### config.mk
export PLATFORM = sky130hd
export DESIGN_NAME = instr_fetch_unit
export DESIGN_NICKNAME = d
export VERILOG_FILES = /design/src/rtl/instr_fetch_unit_pkg.sv /design/src/rtl/instr_fetch_unit_fetch_next_pc.sv /design/src/rtl/instr_fetch_unit.sv
export SDC_FILE = /design/constraint.sdc
export NUM_CORES = 1
export LEC_CHECK = 0
export BUFFER_PORTS_ARGS = -buffer_cell sky130_fd_sc_hd__buf_4
export CAP_MARGIN = 40
export CORE_ASPECT_RATIO = 2
export CORE_MARGIN = 10
export CORE_UTILIZATION = 40
export CTS_CLUSTER_DIAMETER = 120
export DETAILED_ROUTE_END_ITERATION = 6
export PLACE_DENSITY = 0.66
export SLEW_MARGIN = 30
export SYNTH_ARGS = -nofsm -noshare
export SYNTH_HDL_FRONTEND = slang
export SYNTH_SLANG_ARGS = --single-unit
### constraint.sdc
create_clock -name i_clk -period 2 [get_ports i_clk]
set_input_delay 0.5 -clock i_clk [delete_from_list [all_inputs] [get_ports i_clk]]
set_output_delay 0.5 -clock i_clk [all_outputs]
set_load 0.005 [all_outputs]
### src/rtl/instr_fetch_unit_pkg.sv
// Shared fetch/decode definitions: jump opcodes, instruction field positions,
// the fetch FSM state encoding and the default reset PC.
package instr_fetch_unit_pkg;

    // Default fetch address after reset (word aligned)
    localparam logic [31:0] RESET_PC_DEFAULT = 32'h0000_0000;

    // Opcodes of the absolute jumps resolved inside the fetch stage
    localparam logic [5:0] OPC_J_DEFAULT   = 6'b000010;
    localparam logic [5:0] OPC_JAL_DEFAULT = 6'b000011;

    // Instruction field positions, shared with the decoder
    localparam int OPC_MSB  = 31;
    localparam int OPC_LSB  = 26;
    localparam int ADDR_MSB = 25;
    localparam int ADDR_LSB = 0;

    // Fetch FSM: request outstanding / instruction held for downstream
    typedef enum logic {
        S_REQ = 1'b0,
        S_OUT = 1'b1
    } fetch_state_e;

    // Instruction memory is word addressed; low byte-offset bits are dropped
    function automatic logic [31:0] word_align(input logic [31:0] addr);
        return {addr[31:2], 2'b00};
    endfunction

endpackage

### src/rtl/instr_fetch_unit_fetch_next_pc.sv
// Sequential-fetch / jump-target computation for the instruction just handed
// downstream. Purely combinational.
module fetch_next_pc
    import instr_fetch_unit_pkg::*;
#(
    parameter logic [5:0] OPC_J   = OPC_J_DEFAULT,
    parameter logic [5:0] OPC_JAL = OPC_JAL_DEFAULT
) (
    input  logic [31:0] instr,
    input  logic [31:0] pc,
    output logic [31:0] next_pc
);

    logic [31:0] pc_plus4;
    logic [5:0]  opcode;
    logic        is_jump;

    // J/JAL take the upper nibble of pc+4 and the 26-bit word index; all else falls through
    always_comb begin
        pc_plus4 = pc + 32'd4;
        opcode   = instr[OPC_MSB:OPC_LSB];
        is_jump  = (opcode == OPC_J) || (opcode == OPC_JAL);
        if (is_jump) begin
            next_pc = {pc_plus4[31:28], instr[ADDR_MSB:ADDR_LSB], 2'b00};
        end else begin
            next_pc = pc_plus4;
        end
    end

endmodule

### src/rtl/instr_fetch_unit.sv
// Instruction fetch stage: owns the PC, runs one instruction-memory read at a
// time, and holds each fetched word for the datapath under valid/ready.
// A redirect that arrives while a read is in flight cannot change the bus
// address, so the read is allowed to finish and its data is squashed.
module instr_fetch_unit
    import instr_fetch_unit_pkg::*;
#(
    parameter logic [31:0] RESET_PC = RESET_PC_DEFAULT,
    parameter logic [5:0]  OPC_J    = OPC_J_DEFAULT,
    parameter logic [5:0]  OPC_JAL  = OPC_JAL_DEFAULT
) (
    input  logic        i_clk,
    input  logic        i_rst,
    output logic        o_imem_req,
    output logic [31:0] o_imem_addr,
    input  logic        i_imem_ack,
    input  logic [31:0] i_imem_rdata,
    output logic [31:0] o_instr,
    output logic [31:0] o_instr_pc,
    output logic        o_instr_valid,
    input  logic        i_instr_ready,
    input  logic        i_redirect,
    input  logic [31:0] i_redirect_pc
);

    fetch_state_e state_reg;
    logic [31:0]  pc_reg;          // next fetch PC (may run ahead of addr_reg after a squash)
    logic [31:0]  addr_reg;        // address of the read currently on the bus
    logic         squash_reg;      // in-flight read belongs to a redirected-away path
    logic [31:0]  instr_reg;
    logic [31:0]  instr_pc_reg;
    logic         instr_valid_reg;

    logic [31:0]  next_pc;
    logic [31:0]  redirect_aligned;

    assign redirect_aligned = word_align(i_redirect_pc);

    fetch_next_pc #(
        .OPC_J   (OPC_J),
        .OPC_JAL (OPC_JAL)
    ) u_next_pc (
        .instr   (instr_reg),
        .pc      (instr_pc_reg),
        .next_pc (next_pc)
    );

    // Request is a decode of the FSM state; it is held off while reset is applied
    // so the memory never sees a request during the reset cycle.
    assign o_imem_req    = (state_reg == S_REQ) && !i_rst;
    assign o_imem_addr   = addr_reg;
    assign o_instr       = instr_reg;
    assign o_instr_pc    = instr_pc_reg;
    assign o_instr_valid = instr_valid_reg;

    // Fetch FSM: redirect beats ack/handshake; ack is only honoured in S_REQ
    always_ff @(posedge i_clk) begin
        if (i_rst) begin
            state_reg       <= S_REQ;
            pc_reg          <= RESET_PC;
            addr_reg        <= RESET_PC;
            squash_reg      <= 1'b0;
            instr_reg       <= 32'h0;
            instr_pc_reg    <= 32'h0;
            instr_valid_reg <= 1'b0;
        end else begin
            case (state_reg)
                S_REQ: begin
                    if (i_redirect) begin
                        pc_reg <= redirect_aligned;
                        if (i_imem_ack) begin
                            // Read completes this cycle: drop its data, start the new path next
                            addr_reg   <= redirect_aligned;
                            squash_reg <= 1'b0;
                        end else begin
                            // Read still pending: keep its address on the bus, kill its data later
                            squash_reg <= 1'b1;
                        end
                    end else if (i_imem_ack) begin
                        if (squash_reg) begin
                            squash_reg <= 1'b0;
                            addr_reg   <= pc_reg;
                        end else begin
                            instr_reg       <= i_imem_rdata;
                            instr_pc_reg    <= addr_reg;
                            instr_valid_reg <= 1'b1;
                            state_reg       <= S_OUT;
                        end
                    end
                end
                S_OUT: begin
                    if (i_redirect) begin
                        // Instruction on offer is abandoned even if ready is high
                        pc_reg          <= redirect_aligned;
                        addr_reg        <= redirect_aligned;
                        instr_valid_reg <= 1'b0;
                        state_reg       <= S_REQ;
                    end else if (i_instr_ready) begin
                        pc_reg          <= next_pc;
                        addr_reg        <= next_pc;
                        instr_valid_reg <= 1'b0;
                        state_reg       <= S_REQ;
                    end
                end
                default: begin
                    state_reg <= S_REQ;
                end
            endcase
        end
    end

endmodule

==> out/metrics.csv <==
metric;value;unit
holdPathStages;2;
p_seq_share;43.1;%
ant_nets;0;
synth_cells;819;
maxSlewHeadroom;65.8;%
die_w;109;µm
critPathKind;flop to flop;
clock_sinks;131;
ys_seq_area_share;41.5;%
clock-root-buffer;clkbuf_16;
crit_chain;ha_4, buf_4, and3_2, nand2_1, or4_4, a31o_4, a211oi_2;
cts_buffers;17;
crit_fanout;2;
drt-total-wl;25500;µm
worst_pin_slew;0.512;ns
antenna_found_initial;0;
syn_avg_cell_area;7.72;µm²
met3WireLength;1850;µm
gp_routability_congestion;0.907;
die_h;198;µm
swShare;27.5;%
p_int;4880;µW
clockBufferDepth;2;
syn2layout_area_growth;43.1;%
grt_pass1_wl;38800;µm
outcome;complete, no violations;
critPathLaunch;o_instr_pc[2]$_SDFFE_PP0P_;
rrSetupSlack;0.06;ns
clkLatencyLatePin;0.42;ns
port_buffers;164;
grt_pass1_vias;7259;
fp.dieArea;21500;µm²
yosys.area.top_type;dfxtp_1;
r2r-end;o_imem_addr[20]$_SDFFE_PP0P_;
clkPwrFrac;41.5;%
track_usage;23.1;%
hold_viol_final;0;
clkTransAtPathRegs;0.06;ns
dp_hpwl;18700;µm
setup_viol;0;
hp-class;input port to flop;
drc_errors;0;
drt-met1-wl;9560;µm
clock.fmax;517;MHz
fin_crit_sh;96.8;%
synth.area.top_cells;dfxtp_1 (41%), nand2_1 (9.3%), a21oi_1 (9.2%);
drt_iter0_markers;514;
slew_viol_final;0;
vias;7229;
crit_path_top_delay_cell;or4_4;
fillerInstances;1488;
leakage;0.00368;µW
finalNetCount;1104;
synth.net_count;889;
r2r-start;o_instr_pc[2]$_SDFFE_PP0P_;
overflow;0;
hp-start;i_imem_ack;
ys_ff_latch;131;
start_kind;flop;
ys_warn_count;0;
grt_max_degree;67;
final_core_util;57.9;%
postSynth.asyncResetShare;0;%
top_layer_used;met4;
cap_violations;0;
wl_per_cell;20.5;µm
fin_crit;1.94;ns
totalPowerFinal;6730;µW
coreArea;15600;µm²
ir_worst_vdd;0.542;mV
io_pins;167;
worstPathArrival;2.27;ns
ys.flop_type;dfxtp_1;
fin_skew;0.00862;ns
rsz0062_at_grt;yes;
power_frac_comb;15.4;%
p_sw;1850;µW
power_density;744;nW/µm²
synth_edf_count;0;
cpPeakStageDelay;0.48;ns
dr_wl_met2;12800;µm
reg2reg_depth;7;
cp-end-kind;flop;
cp.required;2.34;ns
cts_hold_buf;0;
cts_tree;done;
antenna_cells;0;
vias_per_cell;5.80;
synth_top_cell_area_share;41.5;%
drt-pass1-iter-count;5;
num_rows;65;
syn_area;6320;µm²
drive_above_1_share;32.6;%
htree_levels;4;
start_util;40.5;%
hold-path-endpoint;squash_reg$_SDFFE_PP0P_;
synth_cell_types;70;
[through the flow]
step           hold WS, ns  area [µm²]  std cells  setup slack (ns)  TNS (ns)
6_report             0.308        9050       1247            0.0650         0
3_3_place_gp         0.443        8370       1215            -0.120    -0.540
4_1_cts              0.299        8920       1246          -0.00127  -0.00127
5_1_grt              0.306        9050       1247          -0.00678   -0.0127
3_5_place_dp         0.456        8370       1215            -0.122    -0.963
2_1_floorplan        0.432        6330        819            0.0413         0
[layer usage]
layer,vias up,global-route usage [%]
met5,-,0
met4,0,14.0
met3,69,6.15
met2,305,38.7
met1,3452,25.1
li1,3403,-
[final cells by class]
cell class / instances / area, µm² / share of cell area, %
inverters: 14 / 52.6 / 0.581
multi-input cells: 608 / 3540 / 39.2
repair buffers: 262 / 2040 / 22.6
flip-flops and latches: 131 / 2640 / 29.1
clock inverters: 10 / 61.3 / 0.678
clock buffers: 21 / 460 / 5.09
well taps: 201 / 251 / 2.78
[Yosys cell counts, types with 6 or more instances]
cell type	instances
nor4_1	7
o31ai_1	8
dfxtp_1	131
buf_1	7
and3_1	26
inv_1	14
o21ai_0	42
nand3_1	16
a2111oi_0	7
nand4_1	6
nor2_1	54
a21oi_1	116
a211oi_1	19
xnor2_1	6
nand2_1	156
nor3_1	23
a311oi_1	16
a31oi_1	17
clkbuf_1	56
xor2_1	7
[kinds of logic after synthesis]
logic type	share of synthesized area (%)
buf+inv	4.81
flops	41.5
fa+ha+maj	0.198
compound gates	26.9
mux	1.33
simple gates	23.5
xor+xnor	1.80
[power by group through the flow]
stage | registers (µW) | logic, µW | clock network [µW]
4_1_cts | 2890 | 1020 | 2820
3_5_place_dp | 2950 | 1010 | 0
3_3_place_gp | 2940 | 999 | 0
5_1_grt | 2910 | 1130 | 2930
2_1_floorplan | 2920 | 464 | 0
6_report | 2900 | 1030 | 2790
[worst max-delay path, delay by kind of cell, from the launching register on]
| family | cells | cell delay (ns) |
|---|---|---|
| AO/OA/AOI/OAI | 2 | 0.44 |
| adder cells (fa/ha/maj) | 1 | 0.15 |
| buffers and inverters | 1 | 0.11 |
| flip-flops | 1 | 0.35 |
| AND/OR/NAND/NOR | 3 | 0.80 |
[cell usage in the layout (no fill, tap or decap), types with 4 or more instances in the layout]
| master | n |
|---|---|
| buf_4 | 256 |
| nand2_1 | 155 |
| dfxtp_1 | 120 |
| a21oi_1 | 116 |
| nor2_1 | 53 |
| o21ai_0 | 39 |
| and3_1 | 25 |
| nor3_1 | 20 |
| a211oi_1 | 19 |
| a31oi_1 | 17 |
| clkbuf_16 | 17 |
| inv_1 | 14 |
| nand3_1 | 14 |
| a311oi_1 | 14 |
| dfxtp_2 | 11 |
| o31ai_1 | 8 |
| xor2_1 | 7 |
| nand4_1 | 6 |
| xnor2_1 | 6 |
| clkinv_2 | 6 |
| buf_12 | 6 |
| mux2i_1 | 5 |
| a22oi_1 | 5 |
| o21ai_1 | 4 |
| nor4_1 | 4 |
[worst max path at each step]
stage,end,slack (ns),depth (start not counted)
5_1_grt,o_imem_addr[20]$_SDFFE_PP0P_,-0.007,7
3_3_place_gp,o_imem_addr[22]$_SDFFE_PP0P_,-0.12,5
6_report,o_imem_addr[20]$_SDFFE_PP0P_,0.06,7
4_1_cts,o_imem_addr[4]$_SDFFE_PP0P_,-0.001,6
3_5_place_dp,o_imem_addr[22]$_SDFFE_PP0P_,-0.12,5
2_1_floorplan,o_imem_addr[20]$_SDFFE_PP0P_,0.04,5
[timing repair]
item | in CTS | in global routing
hold endpoints to repair | 0 | 0
buffers inserted | 0 | 1
endpoints found under the setup margin | 21 | 35
pin swaps | 3 | 12
resized for setup | 7 | 36
No activity file was read; power rests on OpenSTA's default activity.
